File: src/rtl/ppa_pkg.sv
// ppa_pkg: topology codes and pipeline-placement helpers shared by the prefix adder
package ppa_pkg;
  localparam int PPA_RIPPLE      = 0;
  localparam int PPA_SKLANSKY    = 1;
  localparam int PPA_KOGGE_STONE = 2;
  function automatic int ppa_levels(input int width, input int topology);
    return (topology == PPA_RIPPLE) ? width : $clog2(width + 1);
  endfunction
  // prefix level after which the k-th intermediate register sits: ceil(k*levels/(stages-1))
  function automatic int ppa_stage_after(input int k, input int levels, input int stages);
    return (k * levels + stages - 2) / (stages - 1);
  endfunction
  function automatic bit ppa_reg_after(input int level, input int levels, input int stages);
    for (int k = 1; k <= stages - 2; k++)
      if (ppa_stage_after(k, levels, stages) == level) return 1'b1;
    return 1'b0;
  endfunction
endpackage

File: src/rtl/ppa_prefix_level.sv
// ppa_prefix_level: one combinational row of (g,p) prefix cells; node 0 is the carry-in, node i+1 is bit i
module ppa_prefix_level
  import ppa_pkg::*;
#(
  parameter int WIDTH    = 8,
  parameter int TOPOLOGY = PPA_SKLANSKY,
  parameter int LEVEL    = 1
) (
  input  logic [WIDTH:0] g_i,
  input  logic [WIDTH:0] p_i,
  output logic [WIDTH:0] g_o,
  output logic [WIDTH:0] p_o
);
  localparam int D = (TOPOLOGY == PPA_KOGGE_STONE) ? (1 << (LEVEL - 1)) : 1;
  for (genvar j = 0; j <= WIDTH; j++) begin : g_node
    localparam int SRC =
      (TOPOLOGY == PPA_RIPPLE)   ? ((j == LEVEL) ? j - 1 : -1) :
      (TOPOLOGY == PPA_SKLANSKY) ? ((((j >> (LEVEL - 1)) & 1) == 1) ? ((j >> (LEVEL - 1)) << (LEVEL - 1)) - 1 : -1) :
                                   ((j >= D) ? j - D : -1);
    if (SRC >= 0) begin : g_cell
      assign g_o[j] = g_i[j] | (p_i[j] & g_i[SRC]);
      assign p_o[j] = p_i[j] & p_i[SRC];
    end else begin : g_pass
      assign g_o[j] = g_i[j];
      assign p_o[j] = p_i[j];
    end
  end
endmodule

File: src/rtl/ppa_pipe_adder.sv
// ppa_pipe_adder: pipelined parallel-prefix adder sum = a+b+cin with valid/ready stream handshake
// Define PPA_PIPE_OVF_EN to add the registered signed-overflow output ovf.
module ppa_pipe_adder
  import ppa_pkg::*;
#(
  parameter int WIDTH    = 8,
  parameter int TOPOLOGY = PPA_SKLANSKY,
  parameter int STAGES   = 2
) (
  input  logic             clk,
  input  logic             rst_n,
  input  logic             s_valid,
  output logic             s_ready,
  input  logic [WIDTH-1:0] a,
  input  logic [WIDTH-1:0] b,
  input  logic             cin,
  output logic             m_valid,
  input  logic             m_ready,
  output logic [WIDTH-1:0] sum,
  output logic             cout
`ifdef PPA_PIPE_OVF_EN
  ,
  output logic             ovf
`endif
);
  localparam int LEVELS = ppa_levels(WIDTH, TOPOLOGY);
  if (WIDTH < 2 || WIDTH > 64 || TOPOLOGY < PPA_RIPPLE || TOPOLOGY > PPA_KOGGE_STONE ||
      STAGES < 1 || STAGES > LEVELS + 1) begin : g_bad_param
    $error("ppa_pipe_adder: WIDTH, TOPOLOGY or STAGES out of range");
  end
  logic             adv;
  logic             m_valid_q;
  logic             cout_q;
  logic [WIDTH-1:0] sum_q;
  logic [WIDTH:0]   pre_g_d;
  logic [WIDTH:0]   pre_p_d;
  logic [WIDTH:0]   node_g [LEVELS+1];
  logic [WIDTH:0]   node_p [LEVELS+1];
  logic [WIDTH-1:0] node_x [LEVELS+1];
  logic [LEVELS:0]  node_v;
  logic [WIDTH:0]   c;
  logic             unused_p;
  assign adv     = !m_valid_q || m_ready;
  assign s_ready = adv;
  assign pre_g_d = {a & b, cin};
  assign pre_p_d = {a ^ b, 1'b0};
  if (STAGES > 1) begin : g_s0
    logic [WIDTH:0] g_q;
    logic [WIDTH:0] p_q;
    logic           v_q;
    always_ff @(posedge clk)
      if (!rst_n) v_q <= 1'b0;
      else if (adv) begin
        v_q <= s_valid;
        g_q <= pre_g_d;
        p_q <= pre_p_d;
      end
    assign node_v[0] = v_q;
    assign node_g[0] = g_q;
    assign node_p[0] = p_q;
    assign node_x[0] = p_q[WIDTH:1];
  end else begin : g_s0_wire
    assign node_v[0] = s_valid;
    assign node_g[0] = pre_g_d;
    assign node_p[0] = pre_p_d;
    assign node_x[0] = pre_p_d[WIDTH:1];
  end
  for (genvar i = 1; i <= LEVELS; i++) begin : g_lvl
    logic [WIDTH:0] g_d;
    logic [WIDTH:0] p_d;
    ppa_prefix_level #(.WIDTH(WIDTH), .TOPOLOGY(TOPOLOGY), .LEVEL(i)) u_level (
      .g_i(node_g[i-1]),
      .p_i(node_p[i-1]),
      .g_o(g_d),
      .p_o(p_d)
    );
    if (ppa_reg_after(i, LEVELS, STAGES)) begin : g_reg
      logic [WIDTH:0]   g_q;
      logic [WIDTH:0]   p_q;
      logic [WIDTH-1:0] x_q;
      logic             v_q;
      always_ff @(posedge clk)
        if (!rst_n) v_q <= 1'b0;
        else if (adv) begin
          v_q <= node_v[i-1];
          g_q <= g_d;
          p_q <= p_d;
          x_q <= node_x[i-1];
        end
      assign node_v[i] = v_q;
      assign node_g[i] = g_q;
      assign node_p[i] = p_q;
      assign node_x[i] = x_q;
    end else begin : g_wire
      assign node_v[i] = node_v[i-1];
      assign node_g[i] = g_d;
      assign node_p[i] = p_d;
      assign node_x[i] = node_x[i-1];
    end
  end
  // after the last level node i holds G[i-1:-1], i.e. the carry into bit i
  assign c        = node_g[LEVELS];
  assign unused_p = ^node_p[LEVELS];
  always_ff @(posedge clk)
    if (!rst_n) begin
      m_valid_q <= 1'b0;
      sum_q     <= '0;
      cout_q    <= 1'b0;
    end else if (adv) begin
      m_valid_q <= node_v[LEVELS];
      if (node_v[LEVELS]) begin
        sum_q  <= node_x[LEVELS] ^ c[WIDTH-1:0];
        cout_q <= c[WIDTH];
      end
    end
  assign m_valid = m_valid_q;
  assign sum     = sum_q;
  assign cout    = cout_q;
`ifdef PPA_PIPE_OVF_EN
  logic ovf_q;
  always_ff @(posedge clk)
    if (!rst_n) ovf_q <= 1'b0;
    else if (adv && node_v[LEVELS]) ovf_q <= c[WIDTH-1] ^ c[WIDTH];
  assign ovf = ovf_q;
`endif
endmodule

File: config.mk
export PLATFORM = sky130hd
export DESIGN_NAME = ppa_pipe_adder
export DESIGN_NICKNAME = d
export VERILOG_FILES = /design/src/rtl/ppa_pkg.sv /design/src/rtl/ppa_prefix_level.sv /design/src/rtl/ppa_pipe_adder.sv
export SDC_FILE = /design/constraint.sdc
export NUM_CORES = 1
export LEC_CHECK = 0
export ABC_AREA = 1
export CAP_MARGIN = 20
export CORE_MARGIN = 2
export CORE_UTILIZATION = 34
export DETAILED_ROUTE_END_ITERATION = 10
export HOLD_SLACK_MARGIN = 0.03
export PLACE_DENSITY = 0.68
export SLEW_MARGIN = 20
export SYNTH_ARGS = -nofsm -noshare
export SYNTH_HDL_FRONTEND = slang
export SYNTH_SLANG_ARGS = --single-unit
File: constraint.sdc
create_clock -name clk -period 5.3 [get_ports clk]
set_clock_uncertainty 0.2 [all_clocks]
set_input_delay 0.53 -clock clk [delete_from_list [all_inputs] [get_ports clk]]
set_output_delay 0.53 -clock clk [all_outputs]
set_load 0.02 [all_outputs]
==> results of run 1 <==
power by group:
| group | internal, mW | switching, mW |
|---|---|---|
| Sequential | 0.250 | 0.00945 |
| Clock | 0.0519 | 0.0603 |
| Combinational | 0.0421 | 0.0422 |
final timing paths:
check                        startpoint             endpoint  slack, ps  depth (start not counted)
hold / removal        cout$_SDFFE_PN0P_    cout$_SDFFE_PN0P_        280                          2
setup reg to reg  g_s0.g_q[0]$_DFFE_PP_  sum[7]$_SDFFE_PN0P_       3430                         11
hold reg to reg       cout$_SDFFE_PN0P_    cout$_SDFFE_PN0P_        280                          2
setup / recovery                m_ready              s_ready       2800                          4
through the flow:
step | utilization (%) | power [mW] | setup WS [ps]
after floorplan | - | 0.310 | 3350
after global placement | 45.0 | 0.346 | 2830
after detailed placement | 45.0 | 0.350 | 2790
after CTS | 46.3 | 0.462 | 2790
after global routing | 46.3 | 0.485 | 2760
final | 46.3 | 0.456 | 2800
flip-flops by register name, indices dropped and copies added (netlist names):
name / count
cout: 1
sum: 8
g_s0.p_q: 8
g_s0.v_q: 1
g_s0.g_q: 9
m_valid: 1
cell families (layout without fill, tap and decap cells):
| group | after synthesis | after routing | share of synthesized area, % |
|---|---|---|---|
| XOR/XNOR | 2 | 2 | 1.40 |
| buffers and inverters | 13 | 48 | 4.20 |
| flip-flops | 28 | 28 | 58.3 |
| adder cells (fa/ha/maj) | 12 | 12 | 12.0 |
| AND/OR/NAND/NOR | 37 | 37 | 15.2 |
| AO/OA/AOI/OAI | 18 | 18 | 8.89 |
final cells by class:
type,instances,area (um^2)
Clock inverter,1,3.75
Clock buffer,3,41.3
Multi-Input combinational cell,69,469
Fill cell,343,1940
Sequential cell,28,731
Timing Repair Buffer,32,318
Inverter,12,45.0
Tap cell,48,60.1
metal layers:
metal	part of all wire (%)	global-route usage, %	vias to the layer above
li1	-	-	438
met1	42	12.4	388
met2	51	22.3	27
met3	4.5	2.26	5
met4	2.8	7.18	0
met5	0	0	-
layout by cell type, fill, tap and decap left out, types with 3 or more instances in the layout:
master	n
sky130_fd_sc_hd__dfxtp_1	11
sky130_fd_sc_hd__nand2_1	11
sky130_fd_sc_hd__clkbuf_8	3
sky130_fd_sc_hd__clkdlybuf4s50_1	31
sky130_fd_sc_hd__inv_1	7
sky130_fd_sc_hd__nor2_1	14
sky130_fd_sc_hd__a21oi_1	6
sky130_fd_sc_hd__edfxtp_1	17
sky130_fd_sc_hd__nand3_1	3
sky130_fd_sc_hd__clkinv_1	3
sky130_fd_sc_hd__o21ai_1	8
sky130_fd_sc_hd__nor2_4	3
sky130_fd_sc_hd__ha_1	12
sky130_fd_sc_hd__nand2_2	4
sky130_fd_sc_hd__inv_2	3
tightest hold or removal path, stage by stage (launching register included):
cell and delay (ps):
sky130_fd_sc_hd__dfxtp_1 320, sky130_fd_sc_hd__nand2_1 70, sky130_fd_sc_hd__a21oi_1 50
==> impl_results.md, run 1 <==
- Most common flop cell mapped by yosys: sky130_fd_sc_hd__edfxtp_1
- Starting Density: 34.7%
- Transition at the pin with the smallest max-transition slack: 286 ps
- Part of the Yosys area used for sequential elements: 58.3%
- Final worst path period share: 47.2%
- Total routed wirelength: 2.08 mm
- Number of vias per cell after detailed routing: 4.45
- Root buf cell: sky130_fd_sc_hd__clkbuf_8
- Worst relative slew slack: 80.9%
- Max H-tree Level: 1
- NumNets Final: 179
- Synth top area share: 40.8%
- HPWL after detailed placement: 1.60 mm
- Most repeated cell in the gate-level netlist after synthesis: sky130_fd_sc_hd__edfxtp_1
- Worst min path class: register to register
- Cell types with the largest area share after synthesis: sky130_fd_sc_hd__edfxtp_1 41%, sky130_fd_sc_hd__dfxtp_1 18%, sky130_fd_sc_hd__ha_1 12%
- Outcome: finished clean
- Critical Path Most Common Cell: sky130_fd_sc_hd__clkdlybuf4s50_1
- Achievable Freq: 0.400 GHz
- CTS tree: built
- DR DRC count: 0
- Pin count of the biggest net entering global routing: 18
- Port bufs: 31
- Clock latency reported for the late side of the worst-skew pair: 270 ps
- Die Wd: 64.7 um
- Number of buffers created by CTS: 3
- Worst IR Drop VDD: 0.000105 V
- Total count of hold-check failures in the final report: 0
- Total count of max-transition violations in the final report: 0
- Via count of the first global-routing pass: 903
- Buffer count from post-CTS setup fixing: 0
- # placed instances: 189
- Count of buffering cells on the critical path with inverters included: 3
- CTS clk-pin slew, worst paths: 80 ps
- Biggest cell delay along the critical path: 530 ps
- Remaining antenna violation count after routing: 0
- FP Rows: 22
- RSZ-0062 raised after global routing: no
- Power density over the cells: 273 mW/mm^2
- Height of the chip: 64.7 um
- Crit. End Element: output port
- Post-cts gate resize count: 0
- WS Path Type: primary input to output port
- Worst Path Max Fanout: 5
- Min Hold Slack: 277 ps
- Data arrival time of the critical path: 1770 ps
- Net count after synthesis: 143
- Diodes inserted: 0
- Filler-free cell count of the finished design: 193
- Count of unique library cells instantiated by Yosys: 19
- Number of warning messages in the yosys log: 0
- Largest buffer count on any clock path: 2
- Clock Sink Count: 28
- Count of boundary I/O pins: 32
- Overall track demand over capacity in global routing: 12.0%
- Count of mapped cells out of synthesis: 110
- Area of all placed cells without fillers: 0.00167 mm^2
- Share of synthesized flip-flops with an asynchronous set or reset: 0%
- Detailed-router iteration count before antenna repair: 4
- Total via count after detailed routing: 858
- Starting DRC count in detailed routing: 55
- CP max-delay cell: sky130_fd_sc_hd__clkdlybuf4s50_1
- Syn Area/Cell: 11.4 um^2
- Maximum Capacitance Violations: 0
- Post-synthesis sequential element count: 28
- Accumulated negative setup slack: 0 ps
- DR WL/cell: 10.8 um
- Min cycle time layout: 2500 ps
- Cell area after placement: 0.00162 mm^2
- Final weighted congestion in routability-driven placement: 0.726
- Share of final-layout standard cells stronger than drive strength 1: 13.1%
- Number of setup violations in the final report: 0
- Top cell type by total area after synthesis: sky130_fd_sc_hd__edfxtp_1
- Hold_buf cts: 0
- Element type at the critical path start: primary input
- Number of flops mapped to enable cells by yosys: 17
- Leftover overflow at the end of global routing: 0
- Ordered list of cells on the worst path: clkdlybuf4s50_1 -> nor2_4 -> inv_2 -> clkdlybuf4s50_1
- First-pass GRT wire length: 3.75 mm
- Most numerous cell types in the synthesized netlist: 17 x sky130_fd_sc_hd__edfxtp_1, 14 x sky130_fd_sc_hd__nor2_1, 12 x sky130_fd_sc_hd__ha_1
- Die area: 0.00419 mm^2
- Core area: 0.00361 mm^2
- Cell family contributing the most delay on the critical path: buffers and inverters
- Initial antenna violation count: 0
- Area Overhead vs Synth: 33.2%
- Data required time at the worst endpoint: 4570 ps
- Synthesized cell area: 0.00125 mm^2
- Leakage Power: 0.664 nW
Note: power is estimated with default switching activity, not from simulation.
==> inputs of run 2 (changes only) <==
Clock period 5.3 ns to 2.4 ns, I/O delays scaled along.
==> run 2 against run 1 <==
Against the previous run:
- sequential power rose by 120%
- utilization unchanged
- register-to-register slack worse by 2900 ps
- wire length increased by 1.6%
- sequential share of layout area unchanged
- clock power rose by 120%
- hold slack improved by 2.5 ps
- critical endpoint unchanged
- final area did not move
- count of clock-buffer cells in the layout rose by 1
- combinational power up 120%
- final cell count stayed put
- largest power group unchanged
- critical path type unchanged
- critical path depth is the same
==> impl_results.md, run 2 (synthesis results as in run 1) <==
- Total count of hold-check failures in the final report: 0 (unchanged)
- Final worst path period share: 79.3%
- Element type at the critical path start: primary input
- Pin count of the biggest net entering global routing: 18 (unchanged)
- Crit. End Element: output port
- Cells on worst reg2reg path: 11 (unchanged)
- Worst r2r dst: sum[7]$_SDFFE_PN0P_
- Achievable Freq: 0.525 GHz
- Starting Density: 34.7% (unchanged)
- Most common cell after layout, fill and taps aside: sky130_fd_sc_hd__clkdlybuf4s50_1
- Commonest cells after routing, fill and taps aside: 31 x sky130_fd_sc_hd__clkdlybuf4s50_1, 17 x sky130_fd_sc_hd__edfxtp_1, 14 x sky130_fd_sc_hd__nor2_1, 12 x sky130_fd_sc_hd__ha_1
- Remaining antenna violation count after routing: 0 (unchanged)
- Outcome: finished clean
- Worst min path class: register to register
- Register-to-register path setup slack: 560 ps (-2870 ps)
- FP Rows: 22 (unchanged)
- Worst relative slew slack: 80.8% (-0.13 points)
- Overall track demand over capacity in global routing: 11.4% (-0.56 points)
- Final weighted congestion in routability-driven placement: 0.739 (+1.7%)
- Accumulated negative setup slack: 0 ps (unchanged)
- Clock Sink Count: 28 (unchanged)
- Post-cts gate resize count: 0 (unchanged)
- HPWL after detailed placement: 1.60 mm (-0.12%)
- Register containing the most flip-flops in the final layout: g_s0.g_q
- Die Wd: 64.7 um (unchanged)
- Core area: 0.00361 mm^2 (unchanged)
- Worst Path Max Fanout: 5 (unchanged)
- Clock latency reported for the late side of the worst-skew pair: 270 ps (about the same)
- Initial antenna violation count: 0 (unchanged)
- Critical R2R Launch: g_s0.g_q[0]$_DFFE_PP_
- Total count of max-transition violations in the final report: 0 (unchanged)
- Maximum Capacitance Violations: 0 (unchanged)
- Via count of the first global-routing pass: 834 (-7.6%)
- DR WL/cell: 10.9 um (+1.6%)
- Sink of the worst hold path: cout$_SDFFE_PN0P_
- CTS tree: built
- Diodes inserted: 0 (unchanged)
- Buffer count from post-CTS setup fixing: 0 (unchanged)
- CTS clk-pin slew, worst paths: 80 ps (about the same)
- Combined flip-flop and latch cell area: 731 um^2 (unchanged)
- Data required time at the worst endpoint: 1960 ps (-2610 ps)
- Transition at the pin with the smallest max-transition slack: 288 ps (+2.00 ps)
- First-pass GRT wire length: 3.50 mm (-6.6%)
- NumNets Final: 179 (unchanged)
- Number of vias per cell after detailed routing: 4.27 (-4.0%)
- Origin of the worst min-delay path: cout$_SDFFE_PN0P_
- Number of fill cells in the layout: 335 (-2.3%)
- Power density over the cells: 606 mW/mm^2 (+120%)
- RSZ-0062 raised after global routing: no
- Total via count after detailed routing: 824 (-4.0%)
- Largest register FFs: 9 (unchanged)
- Worst IR Drop VDD: 0.000212 V (+100%)
- Area Overhead vs Synth: 33.2% (unchanged)
- Starting DRC count in detailed routing: 57 (+3.6%)
- Data arrival time of the critical path: 1460 ps (-310 ps)
- WS Path Type: primary input to output port
- Height of the chip: 64.7 um (unchanged)
- Hold_buf cts: 0 (unchanged)
- Detailed-router iteration count before antenna repair: 4 (unchanged)
- Largest buffer count on any clock path: 2 (unchanged)
- Leftover overflow at the end of global routing: 0 (unchanged)
- Core occupancy in the finished layout: 46.3% (unchanged)
- Root buf cell: sky130_fd_sc_hd__clkbuf_8
- Leakage Power: 0.664 nW (about the same)
- Multi-input gate area in the final layout: 469 um^2 (unchanged)
- Worst Hold Depth: 2 (unchanged)
- Max H-tree Level: 1 (unchanged)
- Total routed wirelength: 2.11 mm (+1.6%)
- Count of boundary I/O pins: 32 (unchanged)
- DR DRC count: 0 (unchanged)
- Port bufs: 31 (unchanged)
- Share of final-layout standard cells stronger than drive strength 1: 13.1% (unchanged)
- Number of setup violations in the final report: 0 (unchanged)
- Number of buffers created by CTS: 3 (unchanged)
- Min cycle time layout: 1900 ps
- Die area: 0.00419 mm^2 (unchanged)
## run 2: changes by cell type in the layout (fill, tap and decap cells not counted)
cell                       before  now
sky130_fd_sc_hd__clkbuf_1       0    1
sky130_fd_sc_hd__clkinv_1       3    2
## run 2: per-stage QoR
step | setup WS (ps) | power [mW] | area (um^2) | instances | hold slack [ps]
6_report | 497 | 1.01 | 1670 | 193 | 279
4_1_cts | 490 | 1.02 | 1670 | 193 | 285
3_5_place_dp | 478 | 0.773 | 1620 | 189 | 274
2_1_floorplan | 542 | 0.685 | 1250 | 110 | 139
3_3_place_gp | 502 | 0.766 | 1620 | 189 | 272
5_1_grt | 415 | 1.07 | 1670 | 193 | 303
## run 2: worst max-delay path, cell delays in order
cell and delay [ps]:
sky130_fd_sc_hd__clkdlybuf4s50_1 450, sky130_fd_sc_hd__nor2_4 200, sky130_fd_sc_hd__inv_2 50, sky130_fd_sc_hd__clkdlybuf4s50_1 530
## run 2: how the worst max path moves through the flow
stage                            endpoint             startpoint
global route          sum[7]$_SDFFE_PN0P_  g_s0.g_q[0]$_DFFE_PP_
global placement                  s_ready                m_ready
finish                            s_ready                m_ready
floorplan           g_s0.g_q[0]$_DFFE_PP_   m_valid$_SDFFE_PN0N_
detailed placement  g_s0.g_q[3]$_DFFE_PP_                  rst_n
CTS                               s_ready                m_ready
## run 2: area by class of cell
type	count	area share (%)
multi-input cells	69	28.1
repair buffers	32	19.1
inverters	12	2.70
clock buffers	4	2.70
well taps	48	3.60
flip-flops and latches	28	43.8
## run 2: report_power, final
group | leakage [nW] | switching (mW) | internal (mW)
Sequential | 0.259 | 0.0218 | 0.553
Combinational | 0.382 | 0.0939 | 0.0938
Clock | 0.0228 | 0.130 | 0.119
## run 2: routing by layer
metal | track usage (%) | up-vias | share of wire [%]
met2 | 21.2 | 23 | 51
met4 | 7.18 | 0 | 2.7
met1 | 11.7 | 356 | 43
li1 | - | 440 | -
met5 | 0 | - | 0
met3 | 2.08 | 5 | 3.8
